--- src/rtl/tmds_channel_decoder.sv ---
`default_nettype none
// ============================================================================
// Module      : tmds_channel_decoder
// Description : Receive side of one DVI/TMDS channel. Takes 10-bit words from
//               an external 1:10 deserializer, bit-slips until a steady run
//               of control tokens is seen, then decodes TMDS data/control
//               symbols into pixel data, c0/c1 and DE.
// Ports       : clk      - pixel clock, rising edge
//               rst      - synchronous reset, active-high
//               in_word  - raw deserialized bits, bit 0 received first
//               data_out - decoded pixel byte (valid when de=1)
//               c0, c1   - control bits from the last control token
//               de       - 1 = data period, 0 = control period
//               locked   - symbol alignment achieved
//               slip     - current bit offset, 0..9
// Revision    : 1.0 - initial release
// ============================================================================
module tmds_channel_decoder #(
    parameter int LOCK_TOKENS   = 16,
    parameter int SEARCH_WINDOW = 256,
    parameter int LOSS_TIMEOUT  = 4096
) (
    input  logic       clk,
    input  logic       rst,
    input  logic [9:0] in_word,
    output logic [7:0] data_out,
    output logic       c0,
    output logic       c1,
    output logic       de,
    output logic       locked,
    output logic [3:0] slip
);

    localparam int c_RUN_W = $clog2(LOCK_TOKENS + 1);
    localparam int c_WIN_W = $clog2(SEARCH_WINDOW);
    localparam int c_GAP_W = $clog2(LOSS_TIMEOUT);

    localparam logic [c_RUN_W-1:0] c_RUN_MAX  = c_RUN_W'(LOCK_TOKENS);
    localparam logic [c_RUN_W-1:0] c_RUN_ONE  = c_RUN_W'(1);
    localparam logic [c_WIN_W-1:0] c_WIN_LAST = c_WIN_W'(SEARCH_WINDOW - 1);
    localparam logic [c_WIN_W-1:0] c_WIN_ONE  = c_WIN_W'(1);
    localparam logic [c_GAP_W-1:0] c_GAP_LAST = c_GAP_W'(LOSS_TIMEOUT - 1);
    localparam logic [c_GAP_W-1:0] c_GAP_ONE  = c_GAP_W'(1);

    localparam logic [9:0] c_TOK_00 = 10'b1101010100;
    localparam logic [9:0] c_TOK_01 = 10'b0010101011;
    localparam logic [9:0] c_TOK_10 = 10'b0101010100;
    localparam logic [9:0] c_TOK_11 = 10'b1010101011;

    localparam logic [1:0] c_SETTLE_CYCLES = 2'd2;
    localparam logic [3:0] c_SLIP_LAST     = 4'd9;

    typedef enum logic [0:0] {
        ST_SEARCH = 1'b0,
        ST_LOCKED = 1'b1
    } state_t;

    state_t             state_q,    state_d;
    logic [9:0]         prev_word_q;
    logic [9:0]         aligned_q,  aligned_d;
    logic [3:0]         slip_q,     slip_d;
    logic [c_RUN_W-1:0] run_cnt_q,  run_cnt_d;
    logic [c_WIN_W-1:0] win_cnt_q,  win_cnt_d;
    logic [c_GAP_W-1:0] gap_cnt_q,  gap_cnt_d;
    logic [1:0]         settle_q,   settle_d;
    logic [7:0]         data_q,     data_d;
    logic               c0_q,       c0_d;
    logic               c1_q,       c1_d;
    logic               de_q,       de_d;

    logic [19:0]        w_pair;
    logic               w_is_ctrl;
    logic               w_ctrl_valid;
    logic [1:0]         w_tok_c;
    logic [7:0]         w_d;
    logic [7:0]         w_decoded;
    logic [c_RUN_W-1:0] w_run_next;

    // Older word in the low half so a larger slip looks later in the stream.
    assign w_pair    = {in_word, prev_word_q};
    assign aligned_d = w_pair[{1'b0, slip_q} +: 10];

    always_comb begin
        w_is_ctrl = 1'b1;
        w_tok_c   = 2'b00;
        case (aligned_q)
            c_TOK_00: w_tok_c = 2'b00;
            c_TOK_01: w_tok_c = 2'b01;
            c_TOK_10: w_tok_c = 2'b10;
            c_TOK_11: w_tok_c = 2'b11;
            default:  w_is_ctrl = 1'b0;
        endcase
    end

    // Right after a slip change aligned_q still holds a word taken at the old
    // offset; the settle counter keeps such words out of the lock decision.
    assign w_ctrl_valid = w_is_ctrl && (settle_q == 2'd0);

    always_comb begin
        w_d          = aligned_q[9] ? ~aligned_q[7:0] : aligned_q[7:0];
        w_decoded    = 8'h00;
        w_decoded[0] = w_d[0];
        for (int i = 1; i < 8; i++) begin
            w_decoded[i] = aligned_q[8] ? (w_d[i] ^ w_d[i-1]) : ~(w_d[i] ^ w_d[i-1]);
        end
    end

    assign w_run_next = w_ctrl_valid
                      ? ((run_cnt_q == c_RUN_MAX) ? run_cnt_q : run_cnt_q + c_RUN_ONE)
                      : '0;

    // Alignment state machine: next state and counters.
    always_comb begin
        state_d   = state_q;
        slip_d    = slip_q;
        run_cnt_d = run_cnt_q;
        win_cnt_d = win_cnt_q;
        gap_cnt_d = gap_cnt_q;
        settle_d  = (settle_q != 2'd0) ? settle_q - 2'd1 : 2'd0;

        case (state_q)
            ST_SEARCH: begin
                gap_cnt_d = '0;
                run_cnt_d = w_run_next;
                if (w_run_next == c_RUN_MAX) begin
                    // Lock takes priority over a window expiring this cycle.
                    state_d   = ST_LOCKED;
                    run_cnt_d = '0;
                    win_cnt_d = '0;
                end else if (win_cnt_q == c_WIN_LAST) begin
                    slip_d    = (slip_q == c_SLIP_LAST) ? 4'd0 : slip_q + 4'd1;
                    run_cnt_d = '0;
                    win_cnt_d = '0;
                    settle_d  = c_SETTLE_CYCLES;
                end else begin
                    win_cnt_d = win_cnt_q + c_WIN_ONE;
                end
            end
            ST_LOCKED: begin
                if (w_ctrl_valid) begin
                    gap_cnt_d = '0;
                end else if (gap_cnt_q == c_GAP_LAST) begin
                    // Keep slip: re-search begins at the last good offset.
                    state_d   = ST_SEARCH;
                    gap_cnt_d = '0;
                    run_cnt_d = '0;
                    win_cnt_d = '0;
                    settle_d  = 2'd0;
                end else begin
                    gap_cnt_d = gap_cnt_q + c_GAP_ONE;
                end
            end
            default: begin
                state_d = ST_SEARCH;
            end
        endcase
    end

    // Outputs follow the next state so locked and de change on the same edge.
    always_comb begin
        data_d = 8'h00;
        c0_d   = 1'b0;
        c1_d   = 1'b0;
        de_d   = 1'b0;
        if (state_d == ST_LOCKED) begin
            if (w_is_ctrl) begin
                c0_d = w_tok_c[0];
                c1_d = w_tok_c[1];
            end else begin
                de_d   = 1'b1;
                data_d = w_decoded;
                c0_d   = c0_q;
                c1_d   = c1_q;
            end
        end
    end

    always_ff @(posedge clk) begin
        if (rst) begin
            state_q     <= ST_SEARCH;
            prev_word_q <= '0;
            aligned_q   <= '0;
            slip_q      <= '0;
            run_cnt_q   <= '0;
            win_cnt_q   <= '0;
            gap_cnt_q   <= '0;
            settle_q    <= '0;
            data_q      <= '0;
            c0_q        <= 1'b0;
            c1_q        <= 1'b0;
            de_q        <= 1'b0;
        end else begin
            state_q     <= state_d;
            prev_word_q <= in_word;
            aligned_q   <= aligned_d;
            slip_q      <= slip_d;
            run_cnt_q   <= run_cnt_d;
            win_cnt_q   <= win_cnt_d;
            gap_cnt_q   <= gap_cnt_d;
            settle_q    <= settle_d;
            data_q      <= data_d;
            c0_q        <= c0_d;
            c1_q        <= c1_d;
            de_q        <= de_d;
        end
    end

    assign data_out = data_q;
    assign c0       = c0_q;
    assign c1       = c1_q;
    assign de       = de_q;
    assign locked   = (state_q == ST_LOCKED);
    assign slip     = slip_q;

endmodule
`default_nettype wire

--- config.mk ---
export PLATFORM = sky130hd
export DESIGN_NAME = tmds_channel_decoder
export DESIGN_NICKNAME = d
export VERILOG_FILES = /design/src/rtl/tmds_channel_decoder.sv
export SDC_FILE = /design/constraint.sdc
export NUM_CORES = 1
export LEC_CHECK = 0
export ABC_AREA = 1
export BUFFER_PORTS_ARGS = -buffer_cell sky130_fd_sc_hd__clkbuf_2
export CAP_MARGIN = 20
export CORE_MARGIN = 1
export CORE_UTILIZATION = 39
export DETAILED_ROUTE_END_ITERATION = 8
export GPL_TIMING_DRIVEN = 1
export PLACE_DENSITY_LB_ADDON = 0.25
export SYNTH_ARGS = -nofsm -noshare
export SYNTH_HDL_FRONTEND = slang
export SYNTH_SLANG_ARGS = --single-unit
--- constraint.sdc ---
create_clock -name clk -period 2.8 [get_ports clk]
set_input_delay 0.28 -clock clk [delete_from_list [all_inputs] [get_ports clk]]
set_output_delay 0.28 -clock clk [all_outputs]
set_load 0.02 [all_outputs]
==> results of run 1 <==
through the flow:
stage	setup slack, ns	hold slack, ns
after global placement	0.954	0.432
after CTS	0.871	0.134
final	0.869	0.147
after global routing	0.664	0.139
after detailed placement	0.913	0.444
after floorplan	1.23	0.402
final timing paths:
path	from	end	depth (start not counted)
min reg2reg	gap_cnt_q[0]	gap_cnt_q[0]	1
max	aligned_q[0]	win_cnt_q[4]	11
min	in_word[2]	prev_word_q[2]	3
max reg2reg	aligned_q[0]	win_cnt_q[4]	11
routing by layer:
| layer | part of all wire | up-vias | GRT usage |
|---|---|---|---|
| li1 | - | 1615 | - |
| met1 | 0.50 | 1329 | 0.214 |
| met2 | 0.44 | 66 | 0.280 |
| met5 | 0 | - | 0 |
| met3 | 0.050 | 6 | 0.0553 |
| met4 | 0.0088 | 0 | 0.0572 |
cells in the final DEF (no fill, tap or decap), types with 2 or more instances in the layout:
cell type / instances
mux2i_1: 2
a21oi_1: 18
nand3_4: 2
nor2_2: 10
a211oi_1: 2
xnor2_1: 10
nor3_1: 2
a31oi_1: 6
nor3b_1: 3
o22ai_1: 3
a22o_1: 2
nand2_2: 5
inv_1: 59
clkbuf_8: 11
inv_2: 5
nor2_1: 49
nand4_1: 12
buf_4: 4
clkbuf_2: 27
o211ai_1: 4
nor2_4: 5
dfxtp_1: 63
nand3_1: 30
xor2_1: 10
ha_1: 12
o21ai_0: 26
nand2_4: 2
bufinv_16: 3
nand2_1: 121
cell type report:
| type | instances | area (um2) |
|---|---|---|
| repair buffers | 31 | 165 |
| multi-input cells | 344 | 1870 |
| fillers | 847 | 4460 |
| clock inverters | 5 | 104 |
| flip-flops and latches | 63 | 1260 |
| well taps | 105 | 131 |
| inverters | 65 | 244 |
| clock buffers | 11 | 151 |
cell usage after synthesis (2+ instances only):
cell	n	area (um2)
nand2_1	121	454
dfxtp_1	63	1260
inv_1	59	221
nor2_1	49	184
nand3_1	30	150
o21ai_0	26	130
a21oi_1	18	90.1
ha_1	12	150
nand4_1	12	75.1
clkbuf_1	10	37.5
nor2_2	10	62.6
xnor2_1	10	87.6
xor2_1	10	87.6
a31oi_1	6	37.5
inv_2	5	18.8
nand2_2	5	31.3
nor2_4	5	56.3
buf_2	4	20.0
o211ai_1	4	30.0
nor3b_1	3	22.5
o22ai_1	3	18.8
a211oi_1	2	15.0
a22o_1	2	17.5
buf_6	2	22.5
mux2i_1	2	20.0
nand2_4	2	22.5
nand3_4	2	35.0
nor3_1	2	10.0
kinds of logic after synthesis:
family	Yosys count
buffers and inverters	82
and+or+nand+nor	246
adders and majority gates	12
AOI/OAI and AO/OA	64
DFF	63
muxes	2
xor gates and xnor gates	20
where the power goes:
| part | total [W] | leakage (nW) | switching, W | internal (W) |
|---|---|---|---|---|
| sequential | 0.000925 | 0.512 | 0.0000119 | 0.000913 |
| clock | 0.00101 | 0.130 | 0.000370 | 0.000640 |
| combinational | 0.000108 | 1.05 | 0.0000654 | 0.0000429 |
registers in the layout, summed over array words and instances, names as in the netlist:
| register | count |
|---|---|
| locked | 1 |
| run_cnt_q | 5 |
| prev_word_q | 10 |
| de | 1 |
| c1 | 1 |
| data_out | 8 |
| slip | 4 |
| aligned_q | 10 |
| c0 | 1 |
| settle_q | 2 |
| gap_cnt_q | 12 |
| win_cnt_q | 8 |
worst register-to-register path: cells and delay by family, from the launching register on:
family	cells	cell delay (ns)
DFF	1	0.39
and+or+nand+nor	9	1.19
adders and majority gates	1	0.17
buffers and inverters	1	0.11
==> metrics.md, run 1 <==
| Metric | Value |
|---|---|
| Final nets | 538 |
| DIE AREA | 0.00925 mm2 |
| Post-synth ARST share | 0 |
| Critical-path maximum fanout | 13 |
| Fmax | 518 MHz |
| Pwr per Cell Area | 521 mW/mm2 |
| EDFF count, synth | 0 |
| Synth Warn # | 0 |
| GRT Resource Usage Total | 0.172 |
| Avg Cell Area, Syn | 7.07 um2 |
| Post-route cell area | 0.00392 mm2 |
| Post-Syn Area | 0.00346 mm2 |
| Synthesis-stage register bit count | 63 |
| Antenna violations before repair | 0 |
| Core area | 0.00838 mm2 |
| Synth Area in Adders | 0.0434 |
| Hold Vio Cnt, Final | 0 |
| RePlAce Congestion | 0.912 |
| Clk slew on worst S/H paths | 0.08 ns |
| Worst setup EP type | flop |
| Compound-Gate Fraction of Synth Area | 0.106 |
| Crit path cell chain | ha_1, nand2_1, nor2_1, nand2_1, nand2_4, nand3_1, nand2_2, inv_2, nand2_1, nand2_1, nor2_1 |
| Placed Cells | 608 |
| Final wirelength | 7.14 mm |
| Actual slew at the worst max-slew pin | 0.610 ns |
| Largest family of logic cells by synthesized area | simple AND/OR/NAND/NOR gates |
| Relative slew slack | 0.592 |
| DR iter-0 viols | 120 |
| Layout cell share with drive strength beyond 1 | 0.152 |
| Largest net degree at the start of global routing | 33 |
| Max Cap Viol | 0 |
| Total power | 0.00204 W |
| Sink Count | 63 |
| Num CTS Buffers | 9 |
| First-pass GRT wire length | 12.3 mm |
| CTS tree | yes |
| Dpl cell area | 0.00367 mm2 |
| H-tree depth | 3 |
| Leak Pwr | 1.70 nW |
| Status | finished clean |
| DRC | 0 |
| Post-Layout Cell Count | 624 |
| Clock root cell | clkbuf_8 |
| Worst-Skew Late Latency | 0.35 ns |
| WP buf/inv | 1 |
| RSZ-0062 raised after global routing | false |
| Setup violators final | 0 |
| Internal reg-to-reg setup slack | 0.87 ns |
| CP Data Required Time | 3.08 ns |
| Wire per inst | 11.4 um |
| Clock skew | 0.0108 ns |
| Vias in the first global route | 2832 |
| Max clock buf depth | 2 |
| Delay-heaviest family, CP | simple AND/OR/NAND/NOR gates |
| Sequential-to-total area share from yosys stat | 0.365 |
| Post-DP HPWL | 5.18 mm |
| Num ports | 28 |
| Critical path startpoint category | flop |
| Syn nets | 513 |
| Total setup buffers inserted after CTS | 0 |
| Initial Utilization | 0.413 |
| Die width | 96.2 um |
| Most used cell, CP | nand2_1 |
| Arrival @ worst endpoint | 2.21 ns |
| I/O Buffers | 27 |
| Site Rows | 33 |
| Via Count | 3016 |
| PostCTS Resize Cnt | 0 |
| Top FF cell, synth | dfxtp_1 |
| Final TNS setup | 0 ns |
| DRT antenna net count | 0 |
| Critical-path top delay cell | dfxtp_1 |
| HP Class | in -> reg |
| Mapped Cells | 489 |
| Xor and xnor area share after synthesis | 0.0507 |
| Initial DRT Pass Iterations | 7 |
| Final worst path period share | 0.690 |
| Post-CTS Hold Buffers | 0 |
| Diode count | 0 |
| Via density | 4.83 |
| Layout area overhead | 13.4% |
| Final Slew Violations | 0 |
| Crit path largest cell delay | 0.39 ns |
| Remaining global-route overflow | 0 |
| Mux cell area share after synthesis | 0.00579 |
| Core Util, Final | 0.468 |
| DIE HEIGHT | 96.2 um |
| Peak VDD IR | 0.000241 V |
| Synth cell types | 38 |
| WS Path Type | reg -> reg |
| Simple-gate share of the synthesized area | 0.334 |
| Crit path time final | 1.93 ns |
Power figures use the tool's default switching activity.
==> run 2: changes to the inputs <==
- clock period: 2.8 -> 1.71 ns (I/O delays scaled with it)
==> metrics.md, run 2 (synthesis gave the netlist of run 1 again) <==
| Metric | Value |
|---|---|
| Via density | 4.81 (-0.58%) |
| Commonest non-fill, non-tap cells in the layout | 113 x nand2_1, 50 x inv_1, 50 x dfxtp_1 |
| Worst-Skew Late Latency | 0.35 ns (about the same) |
| Leak Pwr | 1.86 nW (+9.6%) |
| Diode count | 0 (unchanged) |
| Final nets | 571 (+6.1%) |
| Final WS setup | -0.0380 ns (-0.907 ns) |
| Fmax | 572 MHz (+10%) |
| NetSw | 0.000773 W (+73%) |
| Setup violators final | 6 (+6) |
| Layout fillers | 830 (-2.0%) |
| Layout cell share with drive strength beyond 1 | 0.283 (+0.130) |
| H-tree depth | 3 (unchanged) |
| DIE HEIGHT | 96.2 um (unchanged) |
| Wire per inst | 12.0 um (+4.7%) |
| Initial DRT Pass Iterations | 5 (-2) |
| Max reg flops | 12 (unchanged) |
| Via Count | 3157 (+4.7%) |
| Hold Vio Cnt, Final | 0 (unchanged) |
| Status | finished with violations |
| Pre-CTS WS | -0.0383 ns (-0.951 ns) |
| Crit path cell chain | inv_4, ha_4, nand2_4, nor2_4, nand2_2, nand2_4, nand2_4, nor2_4, nand3_4, nand3_2, nand2_1, nand2_2, nor2_1 |
| Wire length on met1 | 3.91 mm (+9.6%) |
| Final Slew Violations | 0 (unchanged) |
| Critical-path maximum fanout | 7 (-6) |
| Initial Utilization | 0.413 (unchanged) |
| Core area | 0.00838 mm2 (unchanged) |
| Failing checks | setup timing |
| Final TNS setup | -0.158 ns (-0.158 ns) |
| Worst setup EP type | flop |
| HP Class | in -> reg |
| DR iter-0 viols | 133 (+11%) |
| Pwr per Cell Area | 689 mW/mm2 (+32%) |
| Arrival @ worst endpoint | 1.99 ns (-0.22 ns) |
| Die width | 96.2 um (unchanged) |
| Clock share of power | 0.414 (-0.080) |
| I/O Buffers | 27 (unchanged) |
| Most used cell, CP | nand2_4 |
| Post-DP HPWL | 5.54 mm (+7.1%) |
| RePlAce Congestion | 0.861 (-5.6%) |
| Antenna violations before repair | 0 (unchanged) |
| Peak VDD IR | 0.000260 V (+7.7%) |
| Vias in the first global route | 2848 (+0.56%) |
| Layout area overhead | 24.1% |
| Largest Register | gap_cnt_q |
| Post-CTS Hold Buffers | 0 (unchanged) |
| Relative slew slack | 0.713 (+0.121) |
| CP Data Required Time | 1.95 ns (-1.13 ns) |
| First-pass GRT wire length | 12.4 mm (+0.95%) |
| Largest net degree at the start of global routing | 33 (unchanged) |
| Final worst path period share | 1.02 (+0.333) |
| Power share of the sequential group | 0.513 (+0.060) |
| Actual slew at the worst max-slew pin | 0.431 ns (-0.179 ns) |
| Crit path largest cell delay | 0.37 ns (-0.02 ns) |
| Switch share | 0.262 (+0.0424) |
| Clock root cell | clkbuf_8 |
| Sink Count | 63 (unchanged) |
| DIE AREA | 0.00925 mm2 (unchanged) |
| Combinational fraction of design power | 0.073 (+0.020) |
| Uppermost routed layer | met4 |
| GRT Resource Usage Total | 0.175 (+0.00279) |
| WS Path Type | reg -> reg |
| Commonest non-fill, non-tap cell in the layout | nand2_1 |
| DRT antenna net count | 0 (unchanged) |
| Site Rows | 33 (unchanged) |
| Num CTS Buffers | 9 (unchanged) |
| Critical-path top delay cell | dfxtp_4 |
| DRC | 0 (unchanged) |
| Biggest registers after layout | gap_cnt_q x12, aligned_q x10, prev_word_q x10 |
| Met2 WL | 3.51 mm (+11%) |
| Met3 Wirelength | 363 um (+1.1%) |
| RSZ-0062 raised after global routing | true |
| Clk slew on worst S/H paths | 0.08 ns (about the same) |
| Core Util, Final | 0.512 (+0.0442) |
| Critical path startpoint category | flop |
| Final wirelength | 7.87 mm (+10%) |
| Max Cap Viol | 0 (unchanged) |
| Clock skew | 0.00967 ns (-0.00109 ns) |
| Remaining global-route overflow | 0 (unchanged) |
| Max clock buf depth | 2 (unchanged) |
| Crit path time final | 1.75 ns (-0.183 ns) |
| Num ports | 28 (unchanged) |
| Internal power | 0.00218 W (+37%) |
| CTS tree | yes |
==> run 2: cell count changes in the layout (fill, tap and decap cells not counted), moves of 6 or more <==
cell	change
inv_1	-9
dfxtp_1	-13
ha_4	+6
buf_4	+31
inv_2	+7
dfxtp_2	+10
ha_1	-6
nand2_1	-8
==> run 2: final timing paths <==
check	startpoint	to	slack, ns	cells after the start
worst max-delay path	aligned_q[4]	win_cnt_q[3]	-0.04	13
worst min-delay path	in_word[5]	prev_word_q[5]	0.04	3
worst max register to register	aligned_q[4]	win_cnt_q[3]	-0.04	13
worst min register to register	gap_cnt_q[0]	gap_cnt_q[0]	0.46	1
==> run 2: final cells by class <==
| cell class | instances | area (um2) | area share |
|---|---|---|---|
| Tap cell | 105 | 131 | 0.0306 |
| Sequential cell | 63 | 1280 | 0.299 |
| Timing Repair Buffer | 63 | 409 | 0.0953 |
| Clock inverter | 5 | 32.5 | 0.00758 |
| Multi-Input combinational cell | 345 | 2030 | 0.474 |
| Clock buffer | 11 | 151 | 0.0353 |
| Inverter | 65 | 249 | 0.0580 |
==> run 2: worst max-delay path, delay by kind of cell (launching register included) <==
family / cells / cell delay, ns
adders and majority gates: 1 / 0.12
buffers and inverters: 1 / 0.05
DFF: 1 / 0.37
and+or+nand+nor: 11 / 1.08
==> run 2: metal layers <==
| layer | vias up | track usage |
|---|---|---|
| met2 | 73 | 0.273 |
| li1 | 1679 | - |
| met1 | 1398 | 0.234 |
| met3 | 7 | 0.0379 |
| met5 | - | 0 |
| met4 | 0 | 0.0659 |
==> run 2: power by group through the flow <==
stage | Clock, W | Combinational [W] | Sequential [W]
after floorplan | 0 | 0.000132 | 0.00154
after global placement | 0 | 0.000187 | 0.00155
after detailed placement | 0 | 0.000190 | 0.00155
after CTS | 0.00124 | 0.000193 | 0.00151
after global routing | 0.00132 | 0.000243 | 0.00152
final | 0.00123 | 0.000215 | 0.00152
==> run 2: repair_timing <==
action / in CTS / in global routing
hold endpoints to repair: 0 / 0
setup endpoints to repair: 14 / 50
pin swaps: 1 / 22
resized for setup: 4 / 58
cloned: 1 / 0
buffers inserted: 0 / 4
==> run 2: metrics by stage <==
step | hold slack, ns | total power, W | instance area (um2) | std cells
after global placement | 0.397 | 0.00173 | 3880 | 636
after CTS | 0.0297 | 0.00295 | 4080 | 653
after global routing | 0.0435 | 0.00308 | 4290 | 657
after floorplan | 0.293 | 0.00168 | 3460 | 489
final | 0.0381 | 0.00296 | 4290 | 657
after detailed placement | 0.406 | 0.00174 | 3880 | 636
==> run 3: changes to the inputs <==
- ABC_AREA: 1 -> not set
==> metrics.md, run 3 <==
| Metric | Value |
|---|---|
| Status | finished with violations |
| Failing checks | setup timing |
| Actual slew at the worst max-slew pin | 0.441 ns (+0.0102 ns) |
| Synth area leaders | dfxtp_1 37%, mux4_2 9.2%, nor2_1 4.7% |
| Peak VDD IR | 0.000308 V (+18%) |
| Post-synth ARST share | 0 (unchanged) |
| Wire length on met1 | 3.87 mm (-0.97%) |
| Fmax | 500 MHz (-13%) |
| Met3 Wirelength | 326 um (-10%) |
| Combinational fraction of design power | 0.083 (+0.010) |
| Largest Register | gap_cnt_q |
| DR iter-0 viols | 78 (-41%) |
| Pwr per Cell Area | 626 mW/mm2 (-9.1%) |
| Final WS setup | -0.290 ns (-0.252 ns) |
| Critical-path maximum fanout | 5 (-2) |
| Layout cell share with drive strength beyond 1 | 0.501 (+0.218) |
| Final Slew Violations | 0 (unchanged) |
| CP Data Required Time | 1.95 ns (about the same) |
| Relative slew slack | 0.706 (-0.00651) |
| Core area | 0.00834 mm2 (-0.49%) |
| Post-DP HPWL | 5.66 mm (+2.1%) |
| Synthesis-stage register bit count | 63 (unchanged) |
| Final nets | 490 (-14%) |
| Core Util, Final | 0.585 (+0.0732) |
| Switch share | 0.248 (-0.0131) |
| Leak Pwr | 1.85 nW (-0.44%) |
| Mapped Cells | 359 (-27%) |
| First-pass GRT wire length | 13.2 mm (+6.0%) |
| Critical path startpoint category | flop |
| Clk slew on worst S/H paths | 0.08 ns (about the same) |
| Arrival @ worst endpoint | 2.24 ns (+0.25 ns) |
| Wire per inst | 14.4 um (+20%) |
| Remaining global-route overflow | 0 (unchanged) |
| NetSw | 0.000760 W (-1.8%) |
| Final worst path period share | 1.17 (+0.148) |
| Commonest non-fill, non-tap cell in the layout | buf_4 |
| Synth area leader | dfxtp_1 |
| Placed Cells | 537 (-16%) |
| RePlAce Congestion | 0.793 (-7.9%) |
| EDFF count, synth | 0 (unchanged) |
| Worst setup EP type | flop |
| Area of the multi-input gates | 0.00230 mm2 (+13%) |
| Clock share of power | 0.422 (+0.008) |
| Max clock buf depth | 2 (unchanged) |
| DIE AREA | 0.00914 mm2 (-1.2%) |
| Via Count | 2991 (-5.3%) |
| Clock skew | 0.00767 ns (-0.00200 ns) |
| Via density | 5.19 (+8.1%) |
| CTS tree | yes |
| Layout fillers | 742 (-11%) |
| Avg Cell Area, Syn | 9.51 um2 (+35%) |
| Sink Count | 63 (unchanged) |
| Diode count | 0 (unchanged) |
| Die width | 95.6 um (-0.60%) |
| Hold Vio Cnt, Final | 0 (unchanged) |
| Power share of the sequential group | 0.496 (-0.017) |
| Synth cell types | 56 (+47%) |
| Post-CTS Hold Buffers | 0 (unchanged) |
| HP Class | in -> reg |
| Max Cap Viol | 0 (unchanged) |
| Clock root cell | clkbuf_8 |
| Max reg flops | 12 (unchanged) |
| Vias in the first global route | 2809 (-1.4%) |
| Final TNS setup | -6.52 ns (-6.36 ns) |
| Synth top area share | 0.369 (+0.00454) |
| Setup violators final | 45 (+39) |
| Num CTS Buffers | 9 (unchanged) |
| Num ports | 28 (unchanged) |
| GRT Resource Usage Total | 0.188 (+0.0132) |
| Count leader, synth | dfxtp_1 |
| WS Path Type | reg -> reg |
| Synth Warn # | 0 (unchanged) |
| Worst-Skew Late Latency | 0.34 ns (about the same) |
| Met2 WL | 3.91 mm (+11%) |
| Post-Layout Cell Count | 576 (-12%) |
| Initial Utilization | 0.410 (-0.00306) |
| Final wirelength | 8.29 mm (+5.4%) |
| Top FF cell, synth | dfxtp_1 |
| DIE HEIGHT | 95.6 um (-0.60%) |
| H-tree depth | 3 (unchanged) |
| Layout area overhead | 42.9% |
| Synth top cells by count | 63 x dfxtp_1, 43 x nor2_1, 20 x nand3_1, 19 x a21oi_1, 19 x nand2_1 |
| FF/Latch Area | 0.00129 mm2 (+0.19%) |
| DRT antenna net count | 0 (unchanged) |
| DRC | 0 (unchanged) |
| Largest net degree at the start of global routing | 36 (+9.1%) |
| Internal power | 0.00230 W (+5.2%) |
| Commonest non-fill, non-tap cells in the layout | 67 x buf_4, 52 x dfxtp_1, 27 x nor2_1, 27 x clkbuf_2, 19 x buf_6 |
| Crit path time final | 2.00 ns (+0.252 ns) |
| Syn nets | 383 (-25%) |
| I/O Buffers | 27 (unchanged) |
| Uppermost routed layer | met4 |
| Sequential-to-total area share from yosys stat | 0.369 (+0.00454) |
| Post-Syn Area | 0.00342 mm2 (-1.2%) |
| Biggest registers after layout | gap_cnt_q x12, aligned_q x10, prev_word_q x10 |
| Antenna violations before repair | 0 (unchanged) |
| Site Rows | 33 (unchanged) |
| Initial DRT Pass Iterations | 4 (-1) |
| RSZ-0062 raised after global routing | true |
[run 3: layout make-up]
type	instances	area share
Multi-Input combinational cell	259	0.472
Clock inverter	7	0.0151
Sequential cell	63	0.264
Inverter	18	0.0144
Timing Repair Buffer	115	0.183
Clock buffer	9	0.0254
Tap cell	105	0.0269
[run 3: layer usage]
| layer | vias to the layer above | global-route usage |
|---|---|---|
| li1 | 1497 | - |
| met1 | 1407 | 0.244 |
| met2 | 69 | 0.300 |
| met3 | 18 | 0.0367 |
| met4 | 0 | 0.0871 |
| met5 | - | 0 |
[run 3: path summary, 6_finish.rpt]
kind | depth (start not counted) | to | startpoint | slack, ns
max reg2reg | 7 | slip[0] | aligned_q[4] | -0.29
min | 2 | prev_word_q[7] | in_word[7] | 0.07
min reg2reg | 2 | c0 | c0 | 0.49
max | 7 | slip[0] | aligned_q[4] | -0.29
[run 3: logic make-up (layout without fill, tap and decap cells)]
group | count (synthesis) | in the layout | share of synthesized area
AOI/OAI and AO/OA | 56 | 56 | 0.119
and+or+nand+nor | 136 | 137 | 0.211
adders and majority gates | 12 | 12 | 0.0440
buffers and inverters | 38 | 149 | 0.0520
muxes | 30 | 30 | 0.143
DFF | 63 | 63 | 0.369
xor gates and xnor gates | 24 | 24 | 0.0615
[run 3: what timing repair did]
item | in CTS | in global routing
setup buffers | 9 | 13
pin swaps | 14 | 39
gates cloned | 0 | 2
resized for setup | 30 | 69
endpoints found under the setup margin | 49 | 51
[run 3: power by group through the flow]
stage | Sequential (W) | Clock, W | Combinational [W]
2_1_floorplan | 0.00155 | 0 | 0.000138
3_5_place_dp | 0.00155 | 0 | 0.000221
3_3_place_gp | 0.00155 | 0 | 0.000216
6_report | 0.00152 | 0.00129 | 0.000252
4_1_cts | 0.00152 | 0.00133 | 0.000234
5_1_grt | 0.00152 | 0.00141 | 0.000278
[run 3: per-stage QoR]
step	hold slack (ns)	setup WS, ns	cell area [um2]	power, W
4_1_cts	0.0588	-0.290	4530	0.00308
3_5_place_dp	0.423	-0.323	4150	0.00177
2_1_floorplan	0.299	-0.214	3490	0.00168
3_3_place_gp	0.426	-0.295	4150	0.00177
6_report	0.0709	-0.290	4880	0.00306
5_1_grt	0.0895	-0.350	4880	0.00320
[run 3: worst max-delay path: stages, from the launching register on]
cell,delay (ns)
dfxtp_4,0.37
inv_2,0.06
ha_4,0.12
and4bb_2,0.26
a22oi_4,0.11
a2111o_1,0.46
and3_4,0.23
mux2_4,0.29
